`config.mk`:
```
export PLATFORM = sky130hd
export DESIGN_NAME = reg_bank_param
export DESIGN_NICKNAME = d
export VERILOG_FILES = /design/src/rtl/reg_bank_param.sv
export SDC_FILE = /design/constraint.sdc
export NUM_CORES = 2
export LEC_CHECK = 0
export BUFFER_PORTS_ARGS = -buffer_cell sky130_fd_sc_hd__buf_2
export CAP_MARGIN = 20
export CELL_PAD_IN_SITES_DETAIL_PLACEMENT = 2
export CELL_PAD_IN_SITES_GLOBAL_PLACEMENT = 2
export CORE_ASPECT_RATIO = 0.7
export CORE_MARGIN = 2
export CORE_UTILIZATION = 47
export CTS_CLUSTER_DIAMETER = 200
export DETAILED_ROUTE_END_ITERATION = 6
export GPL_ROUTABILITY_DRIVEN = 0
export GPL_TIMING_DRIVEN = 0
export PLACE_DENSITY_LB_ADDON = 0.1
export SKIP_LAST_GASP = 1
export SYNTH_ARGS = -nofsm -noshare
export SYNTH_HDL_FRONTEND = slang
export SYNTH_SLANG_ARGS = --single-unit
```
`constraint.sdc`:
```
create_clock -name clk -period 3.55 [get_ports clk]
set_input_delay 0.1775 -clock clk [delete_from_list [all_inputs] [get_ports clk]]
set_output_delay 0.1775 -clock clk [all_outputs]
set_load 0.02 [all_outputs]
```
`src/rtl/reg_bank_param.sv`:
```
// reg_bank_param: parametrised register bank for the decode/writeback datapath.
// Provides NUM_RD registered read ports, one write port, an optional hardwired
// zero entry, optional write-to-read forwarding and a per-entry pending
// scoreboard used for hazard detection.
module reg_bank_param #(
  parameter int DATA_W   = 32,
  parameter int ADDR_W   = 5,
  parameter int NUM_RD   = 2,
  parameter int ZERO_REG = 1,
  parameter int BYPASS   = 1
) (
  input  logic                     clk,
  input  logic                     rst,
  input  logic                     regwrite,
  input  logic [ADDR_W-1:0]        wreg,
  input  logic [DATA_W-1:0]        WriteData,
  input  logic [NUM_RD*ADDR_W-1:0] rd_addr,
  output logic [NUM_RD*DATA_W-1:0] rd_data,
  output logic [NUM_RD-1:0]        rd_busy,
  input  logic                     pend_set,
  input  logic [ADDR_W-1:0]        pend_addr,
  output logic                     any_busy
);

  localparam int DEPTH = 1 << ADDR_W;

  logic [DATA_W-1:0] mem [DEPTH];
  logic [DEPTH-1:0]  pending;
  logic [DEPTH-1:0]  pending_next;
  logic              wr_en;
  logic              pend_en;

  // Entry 0 silently drops writes and pending marks when it is hardwired to zero.
  assign wr_en   = regwrite && !((ZERO_REG != 0) && (wreg == '0));
  assign pend_en = pend_set && !((ZERO_REG != 0) && (pend_addr == '0));

  // Storage array: cleared on reset, otherwise updated by the writeback port.
  always_ff @(posedge clk) begin
    if (rst) begin
      for (int i = 0; i < DEPTH; i++) begin
        mem[i] <= '0;
      end
    end else if (wr_en) begin
      mem[wreg] <= WriteData;
    end
  end

  // Next pending vector: a write retires its entry, a new mark sets one; set wins on a tie.
  always_comb begin
    pending_next = pending;
    if (wr_en) begin
      pending_next[wreg] = 1'b0;
    end
    if (pend_en) begin
      pending_next[pend_addr] = 1'b1;
    end
  end

  // Scoreboard register and its registered summary flag.
  always_ff @(posedge clk) begin
    if (rst) begin
      pending  <= '0;
      any_busy <= 1'b0;
    end else begin
      pending  <= pending_next;
      any_busy <= |pending_next;
    end
  end

  for (genvar k = 0; k < NUM_RD; k++) begin : g_rd
    logic [ADDR_W-1:0] addr;
    logic              is_zero;
    logic              hit;
    logic [DATA_W-1:0] data_q;
    logic              busy_q;

    assign addr    = rd_addr[k*ADDR_W +: ADDR_W];
    assign is_zero = (ZERO_REG != 0) && (addr == '0);
    assign hit     = (BYPASS != 0) && regwrite && (wreg == addr);

    // Registered read: zero entry first, then same-cycle forwarding, then stored state.
    always_ff @(posedge clk) begin
      if (rst) begin
        data_q <= '0;
        busy_q <= 1'b0;
      end else if (is_zero) begin
        data_q <= '0;
        busy_q <= 1'b0;
      end else if (hit) begin
        data_q <= WriteData;
        busy_q <= 1'b0;
      end else begin
        data_q <= mem[addr];
        busy_q <= pending[addr];
      end
    end

    assign rd_data[k*DATA_W +: DATA_W] = data_q;
    assign rd_busy[k]                  = busy_q;
  end

endmodule
```
==> flow_summary.json <==
{
  "status": "finished with violations",
  "violations": "setup timing",
  "synthCells": 3832,
  "coreArea_mm2": 0.1236,
  "syn_area_per_cell_um2": 15.25,
  "synth_seq_cells": 1123,
  "clkSlewWorstSetupHoldPaths_ns": 0.07,
  "ios": 123,
  "h-tree-depth": 3,
  "clk_latency_ns": 0.76,
  "slew_headroom_pct": 15.28,
  "seq_area_frac_synth_pct": 56.01,
  "wire_per_inst_um": 44.58,
  "port_buffers": 111,
  "area_delta_synth_final_pct": 13.67,
  "fin_crit_ns": 3.575,
  "routed_wl_um": 264600,
  "synth_cell_types": 50,
  "max_stage_delay_ns": 0.56,
  "ys_warn_count": 0,
  "gr-total-overflow": 0,
  "tritoncts": "done",
  "finClkSkew_ns": 0.02409,
  "cp_slowest_cell": "buf_2",
  "cp_max_fo": 10,
  "setup_viol": 2,
  "start_util_pct": 47.27,
  "fillers": 11072,
  "synthTopCellsByArea": "edfxtp_1, mux4_2, and2_1",
  "maxCapViolCount": 0,
  "post-synth-top-count-cell": "edfxtp_1",
  "drive_gt1_share_pct": 24.55,
  "place_inst": 5668,
  "post_cts_buffers": 0,
  "nets": 4230,
  "design.die.area_mm2": 0.1272,
  "cts_buffers": 112,
  "ys.flop_type": "edfxtp_1",
  "die_h_um": 299.0,
  "worst_pin_slew_ns": 1.271,
  "powerDensity_mw_per_mm2": 498.9,
  "max_freq_mhz": 279.7,
  "ir_worst_vdd_v": 0.0003812,
  "fin_area_mm2": 0.06643,
  "grt_pass1_wl_um": 357800,
  "post-route-period-util_pct": 100.7,
  "path_delay_family": "buffers and inverters",
  "grt_pass1_vias": 42115,
  "num_vias": 41738,
  "crit_type": "in2reg",
  "yosys.area.top_type": "edfxtp_1",
  "dpl.hpwl_um": 200300,
  "drt-initial-drc-count": 7681,
  "dpl_cell_area_mm2": 0.06225,
  "worstPathArrival_ns": 4.20,
  "detail_route.first_pass.iterations": 6,
  "critPathMostFrequentCell": "buf_2",
  "clock-sinks": 1123,
  "hold_viol_final": 0,
  "grt_usage_pct": 41.54,
  "rsz0062_at_grt": "no",
  "setup_tns_ns": -0.04023,
  "synth_edf_count": 1024,
  "die_w_um": 425.5,
  "async_flop_share_pct": 0,
  "cts_root_buf": "clkbuf_16",
  "syn_area_mm2": 0.05844,
  "grt_max_degree": 33,
  "clk_path_buf_depth": 3,
  "synthTopCellsByCount": "edfxtp_1, and2_1, mux4_2",
  "layout_setup_ws_ns": -0.02469,
  "crit_buf_inv": 5,
  "rows": 108,
  "drtAntennaViolNets": 0,
  "cp-end-kind": "flip-flop",
  "leakagePower_nw": 22.98,
  "yosysTopAreaCellShare_pct": 52.61,
  "start_kind": "input pin",
  "worstPathRequired_ns": 4.18,
  "antenna_found_initial": 29,
  "drc": 0,
  "maxSlewViolCount": 0,
  "viasPerCell": 7.031,
  "final_cells": 5936,
  "crit_path_cell_trace": "buf_2, clkbuf_4, buf_4, buf_2, buf_2, mux2i_1, nand2_1, a31oi_1, o21ai_0, a32o_1",
  "hp-class": "in2reg",
  "total_power_w": 0.03314
}
[through the flow]
stage | setup slack, ns | util, % | hold WS (ns)
2_1_floorplan | 0.7814 | - | 0.3033
3_3_place_gp | -1.881 | 49.48 | 0.4652
3_5_place_dp | -0.5731 | 50.35 | 0.4692
4_1_cts | 0.1277 | 53.61 | 0.0001056
5_1_grt | 0.05577 | 53.69 | 0.06324
6_report | -0.02469 | 53.73 | 0.04917
[sequential cells by signal, summed over array words and instances, names as in the netlist]
signal	cells
g_rd.data_q	64
mem	1024
pending	32
any_busy	1
g_rd.busy_q	2
[final timing paths]
kind                      from                  to  slack, ns  depth (start not counted)
setup / recovery    rd_addr[1]   g_rd[0].data_q[1]      -0.02                         10
hold / removal    pend_addr[2]         pending[14]       0.05                          5
setup reg to reg   mem[22][12]  g_rd[0].data_q[12]       0.92                          5
hold reg to reg     pending[0]          pending[0]       0.51                          1
[layout by cell type (no fill, tap or decap), drive strengths merged, types with 38 or more instances in the layout]
master	count
clkbuf	450
a32o	59
clkinv	38
a22oi	95
nand2	68
nor2	59
nand2b	53
mux4	532
and2	997
mux2i	168
buf	284
dfxtp	99
o21ai	44
edfxtp	1024
[metal layers]
metal / wire (um) / track usage, % / part of all wire (%)
met3: 42300 / 17.27 / 16
met5: 69 / 0 / 0.026
met4: 9794 / 13.28 / 3.7
met2: 111700 / 58.46 / 42
met1: 100800 / 58.53 / 38
[area by class of cell]
type	instances	area, um2	share of cell area, %
inverter	1	3.754	0.005650
tap	1650	2064	3.108
clock inverter	51	456.7	0.6874
timing repair buffer	197	1904	2.867
clock buffer	157	3224	4.854
antenna	18	45.04	0.06780
buffer	415	1767	2.659
sequential	1123	32730	49.27
multi-input combinational	2324	24240	36.48
[repair_timing]
item,in CTS,in global routing
gates resized for setup,0,4
hold endpoints to repair,97,0
hold buffers,35,0
setup endpoints to repair,0,5
[power breakdown]
part / switching (W) / internal [W] / total (W)
combinational: 0.00319 / 0.00175 / 0.00494
clock: 0.00563 / 0.00690 / 0.0125
sequential: 0.000473 / 0.0152 / 0.0157
[cell families (layout without fill, tap and decap cells)]
group	Yosys count	in the layout	share of synthesized area (%)
xor gates and xnor gates	10	10	0.1499
AOI/OAI and AO/OA	298	298	3.839
other	1	50	0.006416
muxes	737	737	24.09
DFF	1123	1123	56.01
buffers and inverters	416	821	3.006
and+or+nand+nor	1247	1247	12.90
[worst reg2reg max path: stages, from the launching register on]
cell	delay, ns
edfxtp_1	0.43
mux4_2	0.49
o22a_1	0.23
a31oi_1	0.40
o21ai_0	0.42
a32o_1	0.51
Note: power is estimated with default switching activity, not from simulation.
